$ cat config.mk
export PLATFORM = sky130hd
export DESIGN_NAME = axi2per_txn_tracker
export DESIGN_NICKNAME = d
export VERILOG_FILES = /design/src/rtl/axi2per_txn_tracker_pkg.sv /design/src/rtl/axi2per_id_fifo.sv /design/src/rtl/axi2per_txn_tracker.sv
export SDC_FILE = /design/constraint.sdc
export NUM_CORES = 1
export LEC_CHECK = 0
export ABC_AREA = 1
export BUFFER_PORTS_ARGS = -buffer_cell sky130_fd_sc_hd__buf_2
export CAP_MARGIN = 40
export CELL_PAD_IN_SITES_DETAIL_PLACEMENT = 0
export CELL_PAD_IN_SITES_GLOBAL_PLACEMENT = 1
export CORE_AREA = 5 5 145 113
export DETAILED_ROUTE_END_ITERATION = 8
export DIE_AREA = 0 0 150 118
export PLACE_DENSITY_LB_ADDON = 0.1
export SLEW_MARGIN = 30
export SYNTH_ARGS = -nofsm -noshare
export SYNTH_HDL_FRONTEND = slang
export SYNTH_SLANG_ARGS = --single-unit
$ cat constraint.sdc
create_clock -name clk_i -period 4.7 [get_ports clk_i]
set_input_delay 0.94 -clock clk_i [delete_from_list [all_inputs] [get_ports clk_i]]
set_output_delay 0.94 -clock clk_i [all_outputs]
set_load 0.005 [all_outputs]
$ cat src/rtl/axi2per_txn_tracker_pkg.sv
// Shared types and width helpers for the AXI-to-peripheral transaction tracker.
package axi2per_tracker_pkg;

    localparam int unsigned ID_WIDTH_DEFAULT = 6;

    // AXI transaction ID at the bridge's default ID width
    typedef logic [ID_WIDTH_DEFAULT-1:0] id_t;

    // Width needed to hold an occupancy count from 0 up to depth inclusive
    function automatic int unsigned cnt_width(input int unsigned depth);
        return $clog2(depth + 1);
    endfunction

    // Width of a queue slot index; at least one bit so a depth-1 queue still has a pointer
    function automatic int unsigned ptr_width(input int unsigned depth);
        return (depth > 1) ? $clog2(depth) : 1;
    endfunction

endpackage

$ cat src/rtl/axi2per_id_fifo.sv
// In-order ID queue: synchronous FIFO with registered head, occupancy count and
// modulo-DEPTH pointers so non-power-of-2 depths wrap correctly.
module axi2per_id_fifo
    import axi2per_tracker_pkg::*;
#(
    parameter int unsigned WIDTH = 6,
    parameter int unsigned DEPTH = 8,
    localparam int unsigned CNT_WIDTH = cnt_width(DEPTH)
) (
    input  logic                 clk_i,
    input  logic                 rst_i,
    input  logic                 push_i,
    input  logic [WIDTH-1:0]     data_i,
    input  logic                 pop_i,
    output logic                 full_o,
    output logic                 empty_o,
    output logic [CNT_WIDTH-1:0] count_o,
    output logic [WIDTH-1:0]     head_o
);

    localparam int unsigned PTR_WIDTH = ptr_width(DEPTH);
    localparam logic [PTR_WIDTH-1:0] PTR_LAST  = PTR_WIDTH'(DEPTH - 1);
    localparam logic [CNT_WIDTH-1:0] CNT_FULL  = CNT_WIDTH'(DEPTH);

    logic [WIDTH-1:0]     mem_q [DEPTH];
    logic [PTR_WIDTH-1:0] wr_ptr_q, wr_ptr_d;
    logic [PTR_WIDTH-1:0] rd_ptr_q, rd_ptr_d;
    logic [CNT_WIDTH-1:0] count_q, count_d;
    logic                 push_ok;
    logic                 pop_ok;

    function automatic logic [PTR_WIDTH-1:0] ptr_inc(input logic [PTR_WIDTH-1:0] p);
        return (p == PTR_LAST) ? '0 : p + PTR_WIDTH'(1);
    endfunction

    assign full_o  = (count_q == CNT_FULL);
    assign empty_o = (count_q == '0);
    assign count_o = count_q;
    assign head_o  = mem_q[rd_ptr_q];

    // Guard push/pop against full/empty and compute next pointers and occupancy
    always_comb begin
        push_ok  = push_i & ~full_o;
        pop_ok   = pop_i & ~empty_o;
        wr_ptr_d = wr_ptr_q;
        rd_ptr_d = rd_ptr_q;
        count_d  = count_q;
        if (push_ok) begin
            wr_ptr_d = ptr_inc(wr_ptr_q);
        end
        if (pop_ok) begin
            rd_ptr_d = ptr_inc(rd_ptr_q);
        end
        if (push_ok && !pop_ok) begin
            count_d = count_q + CNT_WIDTH'(1);
        end else if (pop_ok && !push_ok) begin
            count_d = count_q - CNT_WIDTH'(1);
        end
    end

    // Storage, pointers and count; reset clears storage so the head reads 0
    always_ff @(posedge clk_i or posedge rst_i) begin
        if (rst_i) begin
            for (int unsigned i = 0; i < DEPTH; i++) begin
                mem_q[i] <= '0;
            end
            wr_ptr_q <= '0;
            rd_ptr_q <= '0;
            count_q  <= '0;
        end else begin
            if (push_ok) begin
                mem_q[wr_ptr_q] <= data_i;
            end
            wr_ptr_q <= wr_ptr_d;
            rd_ptr_q <= rd_ptr_d;
            count_q  <= count_d;
        end
    end

endmodule

$ cat src/rtl/axi2per_txn_tracker.sv
// Responder-side outstanding-transaction tracker: queues accepted AW/AR IDs,
// backpressures at MAX_OUTSTANDING, gates B/R responses and stamps them with
// the queued ID, reports busy and flags spurious responses.
module axi2per_txn_tracker
    import axi2per_tracker_pkg::*;
#(
    parameter int unsigned ID_WIDTH        = 6,
    parameter int unsigned MAX_OUTSTANDING = 8,
    localparam int unsigned CNT_WIDTH      = cnt_width(MAX_OUTSTANDING)
) (
    input  logic                 clk_i,
    input  logic                 rst_i,
    input  logic                 aw_valid_i,
    input  logic [ID_WIDTH-1:0]  aw_id_i,
    input  logic                 aw_ready_i,
    output logic                 aw_ready_o,
    input  logic                 b_valid_i,
    input  logic                 b_ready_i,
    output logic                 b_valid_o,
    output logic [ID_WIDTH-1:0]  b_id_o,
    input  logic                 ar_valid_i,
    input  logic [ID_WIDTH-1:0]  ar_id_i,
    input  logic                 ar_ready_i,
    output logic                 ar_ready_o,
    input  logic                 r_valid_i,
    input  logic                 r_last_i,
    input  logic                 r_ready_i,
    output logic                 r_valid_o,
    output logic [ID_WIDTH-1:0]  r_id_o,
    output logic [CNT_WIDTH-1:0] aw_count_o,
    output logic [CNT_WIDTH-1:0] ar_count_o,
    output logic                 busy_o,
    output logic                 err_o
);

    logic aw_full, aw_empty;
    logic ar_full, ar_empty;
    logic aw_push, b_pop;
    logic ar_push, r_pop;
    logic err_q, err_d;

    // Handshake gating: ready is blocked while full (no pass-through on a
    // same-cycle pop), responses are blocked while no ID is queued (no bypass)
    always_comb begin
        aw_ready_o = aw_ready_i & ~aw_full;
        ar_ready_o = ar_ready_i & ~ar_full;
        b_valid_o  = b_valid_i & ~aw_empty;
        r_valid_o  = r_valid_i & ~ar_empty;
        aw_push    = aw_valid_i & aw_ready_o;
        ar_push    = ar_valid_i & ar_ready_o;
        b_pop      = b_valid_o & b_ready_i;
        r_pop      = r_valid_o & r_ready_i & r_last_i;
        busy_o     = (aw_count_o != '0) | (ar_count_o != '0);
        err_d      = err_q | (b_valid_i & aw_empty) | (r_valid_i & ar_empty);
    end

    axi2per_id_fifo #(
        .WIDTH (ID_WIDTH),
        .DEPTH (MAX_OUTSTANDING)
    ) u_wr_queue (
        .clk_i   (clk_i),
        .rst_i   (rst_i),
        .push_i  (aw_push),
        .data_i  (aw_id_i),
        .pop_i   (b_pop),
        .full_o  (aw_full),
        .empty_o (aw_empty),
        .count_o (aw_count_o),
        .head_o  (b_id_o)
    );

    axi2per_id_fifo #(
        .WIDTH (ID_WIDTH),
        .DEPTH (MAX_OUTSTANDING)
    ) u_rd_queue (
        .clk_i   (clk_i),
        .rst_i   (rst_i),
        .push_i  (ar_push),
        .data_i  (ar_id_i),
        .pop_i   (r_pop),
        .full_o  (ar_full),
        .empty_o (ar_empty),
        .count_o (ar_count_o),
        .head_o  (r_id_o)
    );

    // Sticky spurious-response flag, cleared only by reset
    always_ff @(posedge clk_i or posedge rst_i) begin
        if (rst_i) begin
            err_q <= 1'b0;
        end else begin
            err_q <= err_d;
        end
    end

    assign err_o = err_q;

endmodule

==> metrics.md <==
| Metric | Value |
|---|---|
| Outcome | finished, final reports clean |
| Max_slew headroom | 53.13% |
| Initial antenna violation count | 0 |
| Critical Path Stages | 7 |
| H-tree levels | 4 |
| Yosys reg bits | 117 |
| RSZ-0062 raised after global routing | no |
| R2R setup slack | roughly 2200 ps |
| PnR worst setup slack | 1565 ps |
| Cells after synthesis | 852 |
| Core area | 14830 sq um |
| Routed wire length | 18190 microns |
| Setup TNS | 0 ps |
| Max-slew violations | 0 |
| Via-to-Cell Ratio | approximately 5.4 |
| Achievable clock frequency | approximately 0.32 GHz |
| Kind of end point of the critical path | output pin |
| Row Count | 39 |
| Worst VDD drop | 0.2915 mV |
| Hold Startpoint | u_wr_queue.mem_q[38] |
| Die Ht | 118 microns |
| Fin crit period | ~3100 ps |
| Setup CP Type | reg -> out |
| Top cells by instance count after synthesis | nand2_1 (318), dfrtp_1 (117), nand4_1 (116) |
| Full die area | 17700 sq um |
| Clk root buf | clkbuf_16 |
| Final RePlAce weighted congestion | 0.8573 |
| Pre-CTS setup slack | 1752 ps |
| CTS tree | yes |
| Clock latency at the later pin of the worst-skew pair | 430 ps |
| Antenna diodes | 0 |
| Synth Warn # | 0 |
| Worst Reg-to-Reg Cells | 11 |
| R2r startpoint | u_rd_queue.count_o[0] |
| Num CTS Buffers | 17 |
| Most common cell in the netlist | nand2_1 |
| Max incr delay on CP | 530 ps |
| Worst R2R End | u_rd_queue.count_o[3] |
| Mean post-synth cell area | between 7 and 8 sq um |
| Delay-heaviest family, CP | buffers and inverters |
| Synth top area share | a little under half |
| Drt first pass iters | 5 |
| Worst-Margin Slew | approximately 700 ps |
| Starting Density | 42.79% |
| Via count | 5858 |
| Clock sinks | 117 |
| Ys async rst share | 100.0% |
| Final instance area | 7327 sq um |
| Number of synthesized flops with an enable pin | 0 |
| Post-CTS sizing | 0 |
| Total gr overflow | 0 |
| Share of layout cells above drive strength 1 | between 10% and 20% |
| Hold path depth | 2 |
| Wire length per cell | 16.66 microns |
| Vias in the first global route | 5654 |
| Distinct cell type count after synthesis | 17 |
| Final antenna-violating net count | 0 |
| CP Launch Type | register |
| Sequential fraction of the synthesis area | 46.13% |
| CP Cell Sequence | buf_4, inv_1, o21ai_0, nand2_1, nand2_1, nand2_1, buf_2 |
| Largest area contributor in the netlist | dfrtp_1 |
| Postcts setup bufs | 0 |
| Worst path bufs/invs | 3 |
| Drc violations | 0 |
| Post-Syn Area | approximately 6300 sq um |
| Bufs on Longest Clock Path | 2 |
| Synth Flop Type | dfrtp_1 |
| Fin crit share | 66.70% |
| Global Route Usage Sum | 21.86% |
| Cell mode on critical path | nand2_1 |
| Slowest CP cell | inv_1 |
| Post-Syn Nets | 891 |
| Final Net Count | 913 |
| Crit path max fanout | 28 |
| Register clock-pin slew on the reported worst setup and hold paths | 50 ps |
| Critical Path RT | 3760 ps |
| Largest net degree at the start of global routing | 60 |
| # port buffers | 48 |
| Clock Skews | 8.046 ps |
| Worst Path Arrival | 2200 ps |
| Setup violations, final | 0 |
| P&R area growth vs syn | 15.43% |
| First-pass GRT wire length | just over 30000 microns |
| Fin. Hold Viols | 0 |
| Dpl cell area | 6695 sq um |
| Leak | about 0.0038 uW |
| Cts hold-fix bufs | 0 |
| Pwr dens | 702.5 nW/um^2 |
| Fillers | 1479 |
| DP Wirelength | 12330 microns |
| Ports | 49 |
| Hold EP | u_wr_queue.mem_q[38] |
| Max-Cap Viols | 0 |
| Top cells by area, synth | dfrtp_1 (46%), nand2_1 (19%), nand4_1 (11%) |
| Hold Crit Class | reg -> reg |
| Iteration-0 DRC Markers | 539 |
| Die X-Extent | roughly 150 microns |
per-stage QoR:
stage          total power, uW  utilization, %  hold WS (ps)  instances
2_1_floorplan             3117               -         436.6        852
3_3_place_gp              3728           45.13         448.6       1060
3_5_place_dp              3780           45.13         452.9       1060
4_1_cts                   5184           49.39         466.8       1092
5_1_grt                   5605           49.39         494.2       1092
6_report                  5147           49.39         463.2       1092
final cells by class:
type	instances	area [sq um]	share of cell area (%)
Clock buffer	17	425.4	5.806
Clock inverter	15	206.4	2.818
Inverter	37	141.4	1.930
Multi-Input combinational cell	644	3062	41.79
Sequential cell	117	2928	39.96
Tap cell	205	256.5	3.501
Timing Repair Buffer	57	307.8	4.201
kinds of logic after synthesis:
| kind of cell | count (synthesis) | share of synthesized area [%] |
|---|---|---|
| AO/OA/AOI/OAI | 58 | 4.692 |
| adder cells (fa/ha/maj) | 16 | 3.391 |
| buffers and inverters | 91 | 5.874 |
| AND/OR/NAND/NOR | 566 | 39.37 |
| flip-flops | 117 | 46.13 |
| XOR/XNOR | 4 | 0.5519 |
report_power, final:
group	internal, uW	switching, uW
clock	888	497
combinational	703	1320
sequential	1420	316
total	3010	2130
metal layers:
layer | global-route usage [%] | part of all wire (%)
met5 | 0 | 0
met4 | 7.029 | 1.4
met3 | 4.811 | 7.0
met2 | 29.99 | 41
met1 | 33.82 | 50
state kept, by name, summed over array words and instances (netlist names):
register	flops
u_wr_queue.count_o	4
u_rd_queue.rd_ptr_q	3
u_wr_queue.rd_ptr_q	3
u_rd_queue.wr_ptr_q	3
u_rd_queue.mem_q	48
err_o	1
u_rd_queue.count_o	4
u_wr_queue.mem_q	48
u_wr_queue.wr_ptr_q	3
worst max-delay path by stage:
stage / endpoint / slack, ps / start
6_report: r_id_o[0] / 1560 / u_rd_queue.rd_ptr_q[0]
5_1_grt: b_id_o[3] / 1350 / u_wr_queue.rd_ptr_q[0]
4_1_cts: b_id_o[2] / 1530 / u_wr_queue.rd_ptr_q[0]
3_5_place_dp: ar_ready_o / 1750 / ar_ready_i
3_3_place_gp: ar_ready_o / 1740 / ar_ready_i
2_1_floorplan: err_o / 660 / rst_i
tightest hold or removal path: cells and delay by family, from the launching register on:
family,cells,cell delay [ps]
DFF,1,330
and+or+nand+nor,2,90
layout by cell type, fill, tap and decap left out:
| cell type | n |
|---|---|
| nand3b_1 | 2 |
| or2_2 | 3 |
| inv_1 | 36 |
| a21oi_4 | 2 |
| nor2_4 | 8 |
| nand4_1 | 116 |
| buf_2 | 48 |
| dfrtp_1 | 117 |
| o21ai_0 | 56 |
| ha_1 | 14 |
| buf_4 | 9 |
| clkinv_2 | 1 |
| clkinvlp_4 | 5 |
| nand3_1 | 7 |
| nand2_1 | 318 |
| inv_4 | 1 |
| nor2_1 | 112 |
| xnor2_1 | 4 |
| bufinv_16 | 4 |
| inv_6 | 1 |
| clkinv_4 | 4 |
| fa_1 | 2 |
| clkbuf_16 | 17 |
Power figures use the tool's default switching activity.
